[src/rtl/pipe_ctrl.sv]
// Pipeline control unit: drives stall/flush of the IF/ID, ID/EX, EX/MEM and MEM/WB
// stage registers, and resolves bus freezes, load-use bubbles, branch redirects,
// MEM-stage exceptions, interrupts and exception return. Holds EPC, the latched
// exception code and the interrupt-enable flag.
module pipe_ctrl #(
    parameter int               ADDR_W     = 30,
    parameter int               EXP_W      = 3,
    parameter logic [ADDR_W-1:0] EXC_VECTOR = 30'h40,
    parameter logic [EXP_W-1:0]  EXP_INT    = 3'd1,
    parameter int               DRAIN_CYC  = 2
) (
    input  logic              clk,
    input  logic              reset,
    input  logic              if_busy,
    input  logic              mem_busy,
    input  logic              ld_hazard,
    input  logic              id_br_taken,
    input  logic [ADDR_W-1:0] id_br_addr,
    input  logic              mem_en,
    input  logic [ADDR_W-1:0] mem_pc,
    input  logic [EXP_W-1:0]  mem_exp_code,
    input  logic              mem_eret,
    input  logic              int_detect,
    output logic              if_stall,
    output logic              id_stall,
    output logic              ex_stall,
    output logic              mem_stall,
    output logic              if_flush,
    output logic              id_flush,
    output logic              ex_flush,
    output logic              mem_flush,
    output logic              pc_load,
    output logic [ADDR_W-1:0] new_pc,
    output logic [ADDR_W-1:0] epc,
    output logic [EXP_W-1:0]  exp_code,
    output logic              int_en
);

    typedef enum logic {
        RUN   = 1'b0,
        DRAIN = 1'b1
    } state_t;

    // Value the drain counter takes on entry to DRAIN; reaching 0 returns to RUN.
    localparam logic [2:0] DRAIN_LOAD = 3'(DRAIN_CYC - 1);

    state_t            state, state_next;
    logic [2:0]        drain_cnt, drain_cnt_next;
    logic [ADDR_W-1:0] epc_next;
    logic [EXP_W-1:0]  exp_code_next;
    logic              int_en_next;

    logic freeze;
    logic take_exc, take_int, take_eret;

    assign freeze    = if_busy | mem_busy;
    // Redirect events from MEM are only honoured in RUN and with a valid MEM instruction.
    assign take_exc  = (state == RUN) && mem_en && (mem_exp_code != '0);
    assign take_int  = (state == RUN) && mem_en && int_detect && int_en;
    assign take_eret = (state == RUN) && mem_en && mem_eret;

    // Stall/flush/redirect decode and next-state of the registered control.
    always_comb begin
        // NOTE: every output gets a default first so no path can infer a latch.
        if_stall       = 1'b0;
        id_stall       = 1'b0;
        ex_stall       = 1'b0;
        mem_stall      = 1'b0;
        if_flush       = 1'b0;
        id_flush       = 1'b0;
        ex_flush       = 1'b0;
        mem_flush      = 1'b0;
        pc_load        = 1'b0;
        new_pc         = '0;
        state_next     = state;
        drain_cnt_next = drain_cnt;
        epc_next       = epc;
        exp_code_next  = exp_code;
        int_en_next    = int_en;

        if (reset) begin
            // Outputs stay at their all-zero defaults while reset is held.
        end else if (freeze) begin
            // A pending bus access holds every stage; registered state holds too.
            if_stall  = 1'b1;
            id_stall  = 1'b1;
            ex_stall  = 1'b1;
            mem_stall = 1'b1;
        end else if (take_exc || take_int) begin
            if_flush       = 1'b1;
            id_flush       = 1'b1;
            ex_flush       = 1'b1;
            mem_flush      = 1'b1;
            pc_load        = 1'b1;
            new_pc         = EXC_VECTOR;
            epc_next       = mem_pc;
            exp_code_next  = take_exc ? mem_exp_code : EXP_INT;
            int_en_next    = 1'b0;
            state_next     = DRAIN;
            drain_cnt_next = DRAIN_LOAD;
        end else if (take_eret) begin
            if_flush       = 1'b1;
            id_flush       = 1'b1;
            ex_flush       = 1'b1;
            mem_flush      = 1'b1;
            pc_load        = 1'b1;
            new_pc         = epc;
            int_en_next    = 1'b1;
            state_next     = DRAIN;
            drain_cnt_next = DRAIN_LOAD;
        end else begin
            // Load-use beats a branch: the branch re-resolves once the bubble is in.
            if (ld_hazard) begin
                if_stall = 1'b1;
                id_flush = 1'b1;
            end else if (id_br_taken) begin
                if_flush = 1'b1;
                pc_load  = 1'b1;
                new_pc   = id_br_addr;
            end
            if (state == DRAIN) begin
                if (drain_cnt == 3'd0) begin
                    state_next = RUN;
                end else begin
                    drain_cnt_next = drain_cnt - 3'd1;
                end
            end
        end
    end

    // State, drain counter, EPC, exception code and interrupt enable registers.
    always_ff @(posedge clk) begin
        // NOTE: sequential state uses non-blocking assignments so all registers update together.
        if (reset) begin
            state     <= RUN;
            drain_cnt <= 3'd0;
            epc       <= '0;
            exp_code  <= '0;
            int_en    <= 1'b0;
        end else begin
            state     <= state_next;
            drain_cnt <= drain_cnt_next;
            epc       <= epc_next;
            exp_code  <= exp_code_next;
            int_en    <= int_en_next;
        end
    end

endmodule

[config.mk]
export PLATFORM = sky130hd
export DESIGN_NAME = pipe_ctrl
export DESIGN_NICKNAME = d
export VERILOG_FILES = /design/src/rtl/pipe_ctrl.sv
export SDC_FILE = /design/constraint.sdc
export NUM_CORES = 1
export LEC_CHECK = 0
export ABC_CLOCK_PERIOD_IN_PS = 2600
export BUFFER_PORTS_ARGS = -buffer_cell sky130_fd_sc_hd__buf_2
export CAP_MARGIN = 20
export CORE_MARGIN = 5
export CORE_UTILIZATION = 40
export DETAILED_ROUTE_END_ITERATION = 7
export PLACE_DENSITY_LB_ADDON = 0.1
export SYNTH_ARGS = -nofsm -noshare
export SYNTH_HDL_FRONTEND = slang
export SYNTH_SLANG_ARGS = --single-unit
[constraint.sdc]
create_clock -name clk -period 2.6 [get_ports clk]
set_clock_uncertainty 0.1 [all_clocks]
set_input_delay 0.52 -clock clk [delete_from_list [all_inputs] [get_ports clk]]
set_output_delay 0.52 -clock clk [all_outputs]
set_load 0.02 [all_outputs]
# After elaboration in Yosys (flattened, before gate mapping)
# Cells that the tools add are included.
# totals
output_inout_bits	73
wordCells	61
input_bits	72
reg_bits	38
# op_classes
n_reduce_logical	13
n_mux	38
bitwise_logic	3
n_eq_ne	1
n_addsub	1
# op_table
op	n
$mux W30	6
$mux W1	27
$mux W3	5
$reduce_bool A3 Y1	2
$logic_and A1 B1 Y1	5
$reduce_and A2 Y1	2
$logic_not A3 Y1	1
$ne A3 B3 Y1 const B	1
$reduce_and A3 Y1	1
$sub A3 B1 Y3 const B	1
$not A1 Y1	2
$reduce_bool A2 Y1	1
$logic_or A1 B1 Y1	1
$or A1 B1 Y1	1

# Longest topological paths before layout
# logic_depth
ltp_word	8
ltp_mapped	6
depth_no_buf	5

# Least setup slack after synthesis
# No wires, ideal clock.
# synth_path
path_type	input to output
from	input int_detect
to	output new_pc[0]
path_buffers	2
setup_slack_ns	0.191
arrival_ns	1.789
cell_stages	5
cell_sequence	a2111o_1 buf_2 o21a_4 buf_2 o2bb2ai_1
# synth_between
elab_chain_len	6
# synth_lines
element	line_no	rtl
from (decl)	23	input logic int_detect,
$logic_and A1 B1 Y1 (2 in series)	59	assign take_int = (state == RUN) && mem_en && int_detect && int_en;
$logic_or A1 B1 Y1	89	end else if (take_exc || take_int) begin
$mux W30	89	
$mux W30	83	end else if (freeze) begin
$mux W30	81	if (reset) begin
to (decl)	33	output logic [ADDR_W-1:0] new_pc,
# Every way passes these cells.

# Worst setup path in the final report
# layout_path
from	input int_detect
to	output if_flush
# layout_between
elab_chain_len	6
# layout_lines
element	line_no	rtl
$logic_and A1 B1 Y1 (2 in series)	59	
$logic_or A1 B1 Y1	89	
$mux W1	89	
$mux W1	83	
$mux W1	81	
to (decl)	28	output logic if_flush,
# Every way passes these cells.

==> flow_metrics.py <==
metrics = {
    "timing": {
        "finalHoldViolCount": 0,
        "worstMarginPinSlew_ns": 0.453,
        "rsz0062_at_grt": "false",
        "setup_tns_ns": 0,
        "max_freq_ghz": 0.398,
        "max_slew_margin": 0.698,
        "timing.final.crit_share": 0.967,
        "post-route-min-period_ns": 2.51,
        "setup_viol": 0,
        "slew_violations": 0,
    },
    "clocking": {
        "clk_latency_ns": 0.28,
        "cts.path.max_buffers": 2,
        "cts_buffers": 5,
        "postCtsSetupBuffers": 0,
        "ctsHtreeMaxLevel": 2,
        "ctsRootBufferMaster": "clkbuf_8",
        "clk_pin_slew_ns": 0.08,
        "ctsResizeCount": 0,
        "clock_sinks": 38,
        "cts_tree": "done",
        "cts_hold_buf": 0,
    },
    "layout": {
        "final_nets": 475,
        "area_delta_synth_final_pct": 38.2,
        "fin_util": 0.560,
        "fin_cells": 474,
        "diodes": 0,
        "drive_above_1_share": 0.415,
        "final_area_um2": 3030,
        "final.fill_count": 561,
    },
    "global_routing": {
        "track_usage": 0.210,
        "grt_max_degree": 43,
        "grt_pass1_vias": 2478,
        "grt_pass1_wl_mm": 12.3,
        "antenna_found_initial": 0,
        "grt_remaining_overflow": 0,
    },
    "placed_design": {
        "place_area_um2": 2920,
        "portBuffers": 144,
        "post-place-cells": 466,
        "hpwlAfterDp_mm": 5.29,
        "gp_congestion": 0.836,
    },
    "floorplanning": {
        "die_w_um": 84.0,
        "row_count": 27,
        "coreArea_um2": 5410,
        "die_h_um": 84.0,
        "design.die.area_um2": 7050,
        "initial_utilization": 0.405,
        "ios": 145,
    },
    "worst_hold_path": {
        "hp-class": "in2reg",
    },
    "power_and_ir_drop": {
        "p_leak_nw": 1.33,
        "powerDensity_nw_per_um2": 448,
        "peakVddDrop_mv": 0.311,
    },
    "logic_synthesis": {
        "ys_types": 38,
        "syn_avg_cell_area_um2": 7.93,
        "synth_nets": 350,
        "synth_top_area_frac": 0.347,
        "yosys.area.top_type": "dfxtp_1",
        "yosysWarningCount": 0,
        "ys_ff_latch": 38,
        "synthTopCellsByArea": "dfxtp_1 (35%), nand3_1 (14%), o2bb2ai_1 (12%), a21oi_1 (8.2%), o21ai_0 (6.9%)",
        "netlist_instances": 276,
        "netlist_area_um2": 2190,
        "synth-seq-area-share": 0.347,
    },
    "critical_path": {
        "cp.required_ns": 1.98,
        "cp_max_fo": 33,
        "path_cells": "buf_2 -> a2111o_1 -> o21a_4 -> o21a_1 -> buf_2",
        "arrival_ns": 1.89,
        "cp_slowest_stage_delay_ns": 0.50,
        "slowest_stage": "a2111o_1",
        "end_kind": "output port",
        "critPathLaunchType": "primary input",
        "criticalPathCategory": "in2out",
        "crit_top_cell": "buf_2",
    },
    "route": {
        "routedWlPerCell_um": 16.1,
        "via_count": 2601,
        "route.antenna.remaining_nets": 0,
        "viasPerCell": 5.49,
        "drc_errors": 0,
        "routed_wl_mm": 7.65,
        "drtIter0Drc": 204,
        "drt-pass1-iter-count": 4,
    },
    "flow_run": {
        "drv_cap": 0,
    },
    "run_status": {
        "outcome": "finished clean",
    },
}
==> per-layer routing <==
| layer | vias to the layer above | GRT usage | wire (um) |
|---|---|---|---|
| li1 | 1280 | - | - |
| met2 | 121 | 0.356 | 3730 |
| met1 | 1196 | 0.259 | 3120 |
| met5 | - | 0 | 0 |
| met3 | 4 | 0.0711 | 751 |
| met4 | 0 | 0.0424 | 42 |
==> sequential cells by signal, indices dropped and copies added, names as in the netlist <==
register,flops
epc,30
drain_cnt,3
exp_code,3
int_en,1
state,1
==> logic make-up after synthesis <==
logic type      after synthesis  share of synthesized area
fa+ha+maj                     2                     0.0114
buf+inv                      39                     0.0880
compound gates              111                      0.333
simple gates                 85                      0.215
mux                           1                    0.00457
flops                        38                      0.347
==> final timing paths <==
kind	cells after the start	slack [ns]	end	startpoint
worst max register to register	3	0.78	drain_cnt[0]	int_en
worst min register to register	2	0.39	exp_code[1]	exp_code[1]
worst min-delay path	3	0.37	epc[28]	mem_pc[28]
worst max-delay path	5	0.09	if_flush	int_detect
==> worst max-delay path, delay by kind of cell <==
kind	cells	cell delay, ns
compound gates	3	1.09
buf+inv	2	0.28
==> layout make-up <==
cell class                 instances  area (um^2)  share of cell area
inverter                           2         7.51             0.00248
tap                               72         90.1              0.0298
clock buffer                       7         76.3              0.0252
sequential                        38          761               0.251
clock inverter                     1         30.0             0.00993
timing repair buffer             155          816               0.270
multi-input combinational        199         1240               0.411
==> placed cells by master (no fill, tap or decap), types with 2 or more instances in the layout <==
master and n:
o21ai_1 4, nor2_1 6, buf_2 144, inv_1 2
nand3_1 60, a21oi_1 36, o21a_1 3, o21ai_0 30
dfxtp_1 38, nor3_1 5, o2bb2ai_1 29, ha_1 2
clkbuf_8 5, clkbuf_1 2, buf_4 10
==> cell usage after synthesis, drive strengths merged <==
cell type / count
a311oi: 1
and3: 1
inv: 2
clkbuf: 18
o2bb2ai: 29
a21oi: 36
nand2b: 1
and3b: 1
buf: 19
mux2i: 1
a221o: 1
nand3b: 1
o22ai: 1
a2111oi: 1
ha: 2
a211oi: 1
nor2: 6
a2111o: 1
nand3: 60
o21a: 4
nor4b: 1
or4b: 1
o41ai: 1
nor4bb: 1
and4: 1
dfxtp: 38
nand4: 1
o31ai: 1
nor3: 6
nor2b: 2
nand2: 1
o21ai: 34
and2: 1
==> per-stage QoR <==
stage,hold WS (ns),power [mW],setup slack [ns]
6_report,0.374,1.36,0.0856
5_1_grt,0.367,1.42,0.0130
4_1_cts,0.367,1.37,0.0875
3_5_place_dp,0.369,0.880,0.0965
3_3_place_gp,0.358,0.876,0.126
2_1_floorplan,0.371,0.770,0.191
==> report_power, final <==
group          switching, mW  leakage [nW]  internal, mW
registers             0.0152         0.308         0.601
logic                  0.156         0.971        0.0949
clock network          0.201        0.0524         0.287
total                  0.373          1.33         0.983
(Power assumes the default switching activity.)
